==> src/rtl/spi_cmd_if.sv <==
// SPI mode-0 slave front-end: decodes 16-bit command/data frames into module
// register strobes (ioc, data, one-hot select, fetch/load) and returns read data on MISO.
module spi_cmd_if (
  input  logic        i_sys_clk,
  input  logic        i_rst_b,
  input  logic        i_spi_sck,
  input  logic        i_spi_mosi,
  input  logic        i_spi_cs_n,
  output logic        o_spi_miso,
  output logic [4:0]  o_ioc,
  output logic [7:0]  o_data_in,
  output logic [3:0]  o_cs_vec,
  output logic        o_fetch_cmd,
  output logic        o_load_cmd,
  input  logic [31:0] i_rd_data
);

  typedef enum logic [1:0] {StIdle, StCmd, StData, StDone} state_e;

  // [0] first sync stage, [1] synchronized value, [2] previous synchronized value
  logic [2:0] sck_q, csn_q;
  logic [1:0] mosi_q;
  logic [1:0] vld_q;
  logic       armed_q, armed_d;

  state_e     state_q, state_d;
  logic [3:0] cnt_q, cnt_d;
  logic [7:0] shift_q, shift_d;
  logic       dir_q, dir_d;
  logic [1:0] mod_q, mod_d;
  logic [4:0] ioc_q, ioc_d;
  logic [7:0] data_q, data_d;
  logic [3:0] cs_vec_q, cs_vec_d;
  logic       fetch_q, fetch_d;
  logic       fetch_dly_q;
  logic       load_q, load_d;
  logic [7:0] tx_q, tx_d;

  logic       sck_rise, sck_fall, cs_rise, cs_fall;
  logic [7:0] new_byte;
  logic [7:0] rd_byte;

  assign sck_rise = sck_q[1] & ~sck_q[2];
  assign sck_fall = ~sck_q[1] & sck_q[2];
  assign cs_rise  = csn_q[1] & ~csn_q[2];
  assign cs_fall  = ~csn_q[1] & csn_q[2];
  assign new_byte = {shift_q[6:0], mosi_q[1]};
  assign rd_byte  = i_rd_data[{mod_q, 3'b000} +: 8];

  // Only arm once cs_n has been seen high through a flushed synchronizer, so a
  // frame already in progress at reset release is ignored.
  assign armed_d = armed_q | (vld_q[1] & csn_q[1]);

  always_ff @(posedge i_sys_clk or negedge i_rst_b) begin
    if (!i_rst_b) begin
      sck_q   <= 3'b000;
      mosi_q  <= 2'b00;
      csn_q   <= 3'b111;
      vld_q   <= 2'b00;
      armed_q <= 1'b0;
    end else begin
      sck_q   <= {sck_q[1:0], i_spi_sck};
      mosi_q  <= {mosi_q[0], i_spi_mosi};
      csn_q   <= {csn_q[1:0], i_spi_cs_n};
      vld_q   <= {vld_q[0], 1'b1};
      armed_q <= armed_d;
    end
  end

  always_ff @(posedge i_sys_clk or negedge i_rst_b) begin
    if (!i_rst_b) begin
      state_q     <= StIdle;
      cnt_q       <= 4'd0;
      shift_q     <= 8'd0;
      dir_q       <= 1'b0;
      mod_q       <= 2'd0;
      ioc_q       <= 5'd0;
      data_q      <= 8'd0;
      cs_vec_q    <= 4'd0;
      fetch_q     <= 1'b0;
      fetch_dly_q <= 1'b0;
      load_q      <= 1'b0;
      tx_q        <= 8'd0;
    end else begin
      state_q     <= state_d;
      cnt_q       <= cnt_d;
      shift_q     <= shift_d;
      dir_q       <= dir_d;
      mod_q       <= mod_d;
      ioc_q       <= ioc_d;
      data_q      <= data_d;
      cs_vec_q    <= cs_vec_d;
      fetch_q     <= fetch_d;
      fetch_dly_q <= fetch_q;
      load_q      <= load_d;
      tx_q        <= tx_d;
    end
  end

  always_comb begin
    state_d  = state_q;
    cnt_d    = cnt_q;
    shift_d  = shift_q;
    dir_d    = dir_q;
    mod_d    = mod_q;
    ioc_d    = ioc_q;
    data_d   = data_q;
    cs_vec_d = cs_vec_q;
    fetch_d  = 1'b0;
    load_d   = 1'b0;
    tx_d     = tx_q;

    if (cs_rise) begin
      state_d  = StIdle;
      cnt_d    = 4'd0;
      cs_vec_d = 4'd0;
      tx_d     = 8'd0;
    end else begin
      unique case (state_q)
        StIdle: begin
          cnt_d    = 4'd0;
          cs_vec_d = 4'd0;
          tx_d     = 8'd0;
          if (cs_fall && armed_q) state_d = StCmd;
        end
        StCmd: begin
          if (sck_rise) begin
            shift_d = new_byte;
            cnt_d   = cnt_q + 4'd1;
            if (cnt_q == 4'd7) begin
              dir_d    = new_byte[7];
              mod_d    = new_byte[6:5];
              ioc_d    = new_byte[4:0];
              cs_vec_d = 4'b0001 << new_byte[6:5];
              fetch_d  = ~new_byte[7];
              state_d  = StData;
            end
          end
        end
        StData: begin
          // First data bit must stay on MISO until the 9th rising edge, so
          // shifting starts only on falls after that edge.
          if (fetch_dly_q) begin
            tx_d = rd_byte;
          end else if (sck_fall && (cnt_q > 4'd8)) begin
            tx_d = {tx_q[6:0], 1'b0};
          end
          if (sck_rise) begin
            shift_d = new_byte;
            cnt_d   = cnt_q + 4'd1;
            if (cnt_q == 4'd15) begin
              state_d = StDone;
              if (dir_q) begin
                data_d = new_byte;
                load_d = 1'b1;
              end
            end
          end
        end
        StDone: begin
        end
        default: state_d = StIdle;
      endcase
    end
  end

  assign o_spi_miso  = tx_q[7];
  assign o_ioc       = ioc_q;
  assign o_data_in   = data_q;
  assign o_cs_vec    = cs_vec_q;
  assign o_fetch_cmd = fetch_q;
  assign o_load_cmd  = load_q;

endmodule

==> config.mk <==
export PLATFORM = sky130hd
export DESIGN_NAME = spi_cmd_if
export DESIGN_NICKNAME = d
export VERILOG_FILES = /design/src/rtl/spi_cmd_if.sv
export SDC_FILE = /design/constraint.sdc
export NUM_CORES = 1
export LEC_CHECK = 0
export BUFFER_PORTS_ARGS = -buffer_cell sky130_fd_sc_hd__buf_2
export CORE_UTILIZATION = 30
export CTS_CLUSTER_DIAMETER = 80
export CTS_CLUSTER_SIZE = 16
export DETAILED_ROUTE_END_ITERATION = 12
export PLACE_DENSITY_LB_ADDON = 0.12
export SYNTH_ARGS = -nofsm -noshare
export SYNTH_HDL_FRONTEND = slang
export SYNTH_SLANG_ARGS = --single-unit
==> constraint.sdc <==
create_clock -name i_sys_clk -period 1.7 [get_ports i_sys_clk]
set_input_delay 0.255 -clock i_sys_clk [delete_from_list [all_inputs] [get_ports i_sys_clk]]
set_output_delay 0.255 -clock i_sys_clk [all_outputs]
set_load 0.02 [all_outputs]
==> results of run 1 <==
## worst max-delay path, delay by kind of cell, from the launching register on
| family | cells | cell delay [ns] |
|---|---|---|
| flops | 1 | 0.39 |
| simple gates | 1 | 0.23 |
| mux | 1 | 0.35 |
| fa+ha+maj | 1 | 0.20 |
| compound gates | 2 | 0.45 |
## per-stage QoR
stage | power, W | TNS [ns] | hold WS (ns)
after floorplan | 0.00209 | 0 | -0.0406
after global placement | 0.00248 | 0 | 0.234
after detailed placement | 0.00249 | -0.206 | 0.233
after CTS | 0.00326 | -0.0968 | 0.0249
after global routing | 0.00350 | -1.57 | 0.0120
final | 0.00329 | -0.0792 | 0.0363
## kinds of logic (layout without fill, tap and decap cells)
logic type               after synthesis  after routing  share of synthesized area (%)
AO/OA/AOI/OAI                         22             22                           7.50
XOR/XNOR                               2              2                          0.690
adder cells (fa/ha/maj)                5              5                           2.47
buffers and inverters                 15             95                           2.56
flip-flops                            55             55                           54.4
multiplexers                          43             43                           22.2
other                                  1              1                          0.148
AND/OR/NAND/NOR                       40             40                           10.0
## synthesized netlist by cell type, types with 2 or more instances
cell        n  area [µm²]
xnor2_1     2        17.5
dfrtp_1    52        1300
nor2b_1     2        12.5
nand3b_1    5        37.5
nand4b_1    2        17.5
ha_1        5        62.6
and3_1      2        12.5
nand4_1     3        18.8
nor3b_1     3        22.5
nor2_1      5        18.8
nand3_1     2        10.0
mux2_2     27         304
mux2i_1     8        80.1
o2bb2ai_1   7        61.3
nor3_1      5        25.0
buf_2       4        20.0
dfstp_2     3        78.8
a21oi_1     4        20.0
mux4_2      8         180
clkbuf_1    5        18.8
inv_1       5        18.8
nand2_1     3        11.3
## sequential cells by signal (all words and copies together), names as in the netlist
signal and count:
mosi_q 2, shift_q 7, fetch_dly_q 1, cnt_q 4
state_q 2, o_cs_vec 4, tx_q 8, o_data_in 8
mod_q 2, vld_q 2, csn_q 3, dir_q 1
o_fetch_cmd 1, sck_q 3, armed_q 1, o_ioc 5
o_load_cmd 1
## timing repair
action	4_1_cts	5_1_grt
setup buffers	2	1
resized for setup	4	28
setup endpoints to repair	21	28
gates cloned	0	0
pin swaps	4	10
hold buffers	1	0
endpoints found under the hold margin	16	0
## area by class of cell
type | instances | area, µm² | share of cell area (%)
clock buffer | 5 | 68.8 | 2.04
clock inverter | 3 | 20.0 | 0.594
inverter | 5 | 18.8 | 0.557
multi-input combinational | 113 | 1220 | 36.2
sequential | 55 | 1380 | 41.0
tap | 105 | 131 | 3.90
timing repair buffer | 82 | 532 | 15.8
## final timing paths
check,startpoint,to,slack [ns],cells past startpoint
worst max register to register,cnt_q[1],o_cs_vec[0],-0.03,5
min in group asynchronous,i_rst_b,o_data_in[0],0.42,2
worst min-delay path,i_spi_cs_n,csn_q[0],0.04,1
max in group asynchronous,i_rst_b,mod_q[0],0.71,3
worst max-delay path,cnt_q[1],o_cs_vec[0],-0.03,5
worst min register to register,csn_q[0],csn_q[1],0.36,0
## metal layers
| layer | wire length, µm | part of all wire [%] |
|---|---|---|
| met5 | 0 | 0 |
| met4 | 43 | 0.78 |
| met3 | 298 | 5.4 |
| met2 | 2490 | 45 |
| met1 | 2670 | 49 |
## report_power, final
| group | internal (W) | switching (W) |
|---|---|---|
| clock network | 0.000288 | 0.000427 |
| registers | 0.00143 | 0.000128 |
| logic | 0.000525 | 0.000495 |
| total | 0.00224 | 0.00105 |
==> flow_metrics.tcl, run 1 <==
set metrics [dict create \
    final_common_cell "buf_2" \
    place_ws_ns -0.0505 \
    antenna_found_initial 0 \
    worstPathArrival_ns 1.92 \
    grt_use_met1_pct 18.0 \
    met2_usage_pct 20.9 \
    placed_cells 356 \
    grt-busiest-layer "met2" \
    cts_buffers 5 \
    cts_buffer_depth 2 \
    netlist_area_um2 2540 \
    syn_avg_cell_area_um2 13.9 \
    final_nets 304 \
    die_y_um 94.0 \
    drcViolationCount 0 \
    finClkSkew_ns 0.0123 \
    critPathSlowestCell "dfrtp_1" \
    cts_tree "built" \
    synth_cells 183 \
    post_drt_wl_per_cell_um 14.9 \
    htreeDepth 2 \
    synth_edf_count 0 \
    first_global_vias 1782 \
    root_buffer "clkbuf_8" \
    diodes 0 \
    max_cap_viol_count 0 \
    clk_latency_ns 0.31 \
    fin_util_pct 41.0 \
    fin_cells 368 \
    grt_pass1_wl_um 8930 \
    core-area_um2 8220 \
    synth_cell_types 43 \
    io_pins 57 \
    grt_use_met3_pct 3.07 \
    synth-seq-cells 55 \
    setup_viol 4 \
    ir_drop_uv 550 \
    gr-usage-all-layers_pct 13.1 \
    hold_violations 0 \
    finalInstanceArea_um2 3370 \
    layout_common_cells "buf_2 (56), dfrtp_1 (51), buf_4 (20)" \
    max_freq_ghz 0.580 \
    area_growth_pct 32.8 \
    io_buffers 56 \
    place_congestion 0.743 \
    ys_seq_area_share_pct 54.4 \
    routed_wl_um 5500 \
    synthArstFlopShare_pct 100 \
    start_util_pct 30.9 \
    placed_cell_area_um2 3120 \
    critPathCaptureType "flop" \
    num_rows 33 \
    syn_nets 225 \
    yosys_warnings 0 \
    drtIter0Drc 87 \
    rsz0062_at_grt "yes" \
    dpl.hpwl_um 3930 \
    drive_gt1_share_pct 55.1 \
    leakage_nw 1.53 \
    status "complete, but fails checks" \
    slew_viol_final 0 \
    vias 1762 \
    crit_chain "ha_2 -> nand4b_1 -> o21a_1 -> o21ai_4 -> mux2_2" \
    grt_start_max_net_pins 37 \
    hp-class "input port to flop" \
    cp_data_required_time_ns 1.90 \
    failed_checks "negative setup slack" \
    die_w_um 94.0 \
    overflow 0 \
    path_clk_slew_ns 0.10 \
    fin_crit_ns 1.73 \
    critical_path.max_fanout 4 \
    synth_ff_type "dfrtp_1" \
    vias_per_cell 4.79 \
    power_per_cell_area_nw_per_um2 975 \
    cp_slowest_stage_delay_ns 0.39 \
    timing.final.crit_share_pct 102 \
    ant_nets 0 \
    crit_type "flop to flop" \
    startpoint_type "flop" \
    fill_cells 797 \
    drt_pre_antenna_iters 6 \
    dieArea_um2 8830 \
    cts.sinks 55 \
    setup_slack_ns -0.0256 \
]
No activity file was read; power rests on OpenSTA's default activity.
==> inputs of run 2 (changes only) <==
--- a/config.mk
+++ b/config.mk
@@ -6,11 +6,14 @@
 export NUM_CORES = 1
 export LEC_CHECK = 0
 export BUFFER_PORTS_ARGS = -buffer_cell sky130_fd_sc_hd__buf_2
+export CELL_PAD_IN_SITES_DETAIL_PLACEMENT = 0
+export CELL_PAD_IN_SITES_GLOBAL_PLACEMENT = 2
 export CORE_UTILIZATION = 30
 export CTS_CLUSTER_DIAMETER = 80
 export CTS_CLUSTER_SIZE = 16
 export DETAILED_ROUTE_END_ITERATION = 12
 export PLACE_DENSITY_LB_ADDON = 0.12
+export REMOVE_ABC_BUFFERS = 1
 export SYNTH_ARGS = -nofsm -noshare
 export SYNTH_HDL_FRONTEND = slang
 export SYNTH_SLANG_ARGS = --single-unit
==> flow_metrics.tcl, run 2 (synthesized netlist as in run 1, its figures left out) <==
set metrics [dict create \
    ir_drop_uv 431 \
    antenna_found_initial 0 \
    fin_cells 378 \
    post_drt_wl_per_cell_um 14.0 \
    cts_buffer_depth 2 \
    max_freq_ghz 0.593 \
    fin_util_pct 41.9 \
    diodes 0 \
    rr_endpoint "o_cs_vec[1]" \
    dpl.hpwl_um 3810 \
    critPathCaptureType "flop" \
    io_pins 57 \
    max_cap_viol_count 0 \
    vias 1758 \
    final_common_cell "buf_2" \
    timing.final.crit_share_pct 99.2 \
    first_global_vias 1733 \
    leakage_nw 1.58 \
    cp_data_required_time_ns 1.91 \
    die_w_um 94.0 \
    area_growth_pct 35.7 \
    vias_per_cell 4.65 \
    drt_pre_antenna_iters 4 \
    htreeDepth 2 \
    hold_ws_ns 0.0424 \
    placed_cell_area_um2 3180 \
    crit_type "flop to flop" \
    cts_buffers 5 \
    dieArea_um2 8830 \
    crit_start "cnt_q[1]" \
    root_buffer "clkbuf_8" \
    power_w 0.00339 \
    worst_slew_pin_slew_ns 0.533 \
    reg2reg_from "cnt_q[1]" \
    path_clk_slew_ns 0.11 \
    cp-endpoint "o_cs_vec[1]" \
    ant_nets 0 \
    finalInstanceArea_um2 3440 \
    die_y_um 94.0 \
    drive_gt1_share_pct 56.4 \
    rsz0062_at_grt "yes" \
    overflow 0 \
    power_per_cell_area_nw_per_um2 984 \
    worstPathArrival_ns 1.89 \
    final_nets 314 \
    num_rows 33 \
    status "completed" \
    cts_tree "built" \
    hold_violations 0 \
    placed_cells 362 \
    drtIter0Drc 56 \
    cts.sinks 55 \
    finClkSkew_ns 0.0141 \
    routed_wl_um 5280 \
    seqCellArea_um2 1380 \
    relSlewSlack_pct 64.4 \
    hp-class "input port to flop" \
    slew_viol_final 0 \
    place_congestion 0.710 \
    grt_pass1_wl_um 8600 \
    grt_start_max_net_pins 35 \
    io_buffers 56 \
    gr-usage-all-layers_pct 12.8 \
    drcViolationCount 0 \
    critical_path.max_fanout 4 \
    setup_viol 0 \
    start_util_pct 30.9 \
    worstRegToRegCells 6 \
    multi_input_area_um2 1170 \
    startpoint_type "flop" \
    r2r_setup_slack_ns 0.01 \
    core-area_um2 8220 \
    fill_cells 824 \
    fin_crit_ns 1.69 \
    layout_common_cells "buf_2 (56), dfrtp_1 (52), buf_4 (27)" \
    clk_latency_ns 0.31 \
]
run 2: critical path, cell delays in order (launching register included):
cell and delay [ns]:
dfrtp_1 0.40, ha_2 0.21, nand4b_1 0.12, buf_6 0.15, o21a_1 0.19, o21ai_4 0.17, mux2_2 0.35
run 2: final cells by class:
type | instances | area share (%)
Timing Repair Buffer | 92 | 18.6
Sequential cell | 55 | 40.1
Multi-Input combinational cell | 113 | 34.0
Inverter | 5 | 0.545
Clock buffer | 6 | 2.40
Clock inverter | 2 | 0.509
Tap cell | 105 | 3.82
run 2: metrics by stage:
stage / worst slack (ns) / TNS, ns
after floorplan: -0.0549 / -0.440
after global placement: -0.0672 / -0.384
after detailed placement: -0.117 / -0.684
after CTS: -0.00171 / -0.00171
after global routing: -0.0924 / -0.992
final: 0.0138 / 0
run 2: repair_timing:
action,4_1_cts,5_1_grt
endpoints found under the setup margin,13,29
gates resized for setup,5,16
gates cloned,0,1
endpoints found under the hold margin,18,0
hold buffers,1,0
buffers inserted,2,4
pin swaps,2,3
run 2: layer usage:
| layer | vias to the layer above | GRT usage, % | wire [µm] |
|---|---|---|---|
| li1 | 854 | - | - |
| met1 | 865 | 17.2 | 2550 |
| met2 | 37 | 20.5 | 2470 |
| met3 | 2 | 3.07 | 234 |
| met4 | 0 | 3.46 | 31 |
| met5 | - | 0 | 0 |
run 2: report_power, final:
part	switching [W]	total [W]	internal, W
Sequential	0.000117	0.00154	0.00143
Clock	0.000442	0.000784	0.000342
Combinational	0.000500	0.00106	0.000561
run 2: worst min-delay path by stage:
stage	startpoint	end	cells after the start
detailed placement	i_rst_b	vld_q[1]	1
finish	i_spi_cs_n	csn_q[0]	1
floorplan	i_rst_b	armed_q	0
global placement	i_rst_b	vld_q[1]	1
global route	i_spi_cs_n	csn_q[0]	1
CTS	i_spi_cs_n	csn_q[0]	1
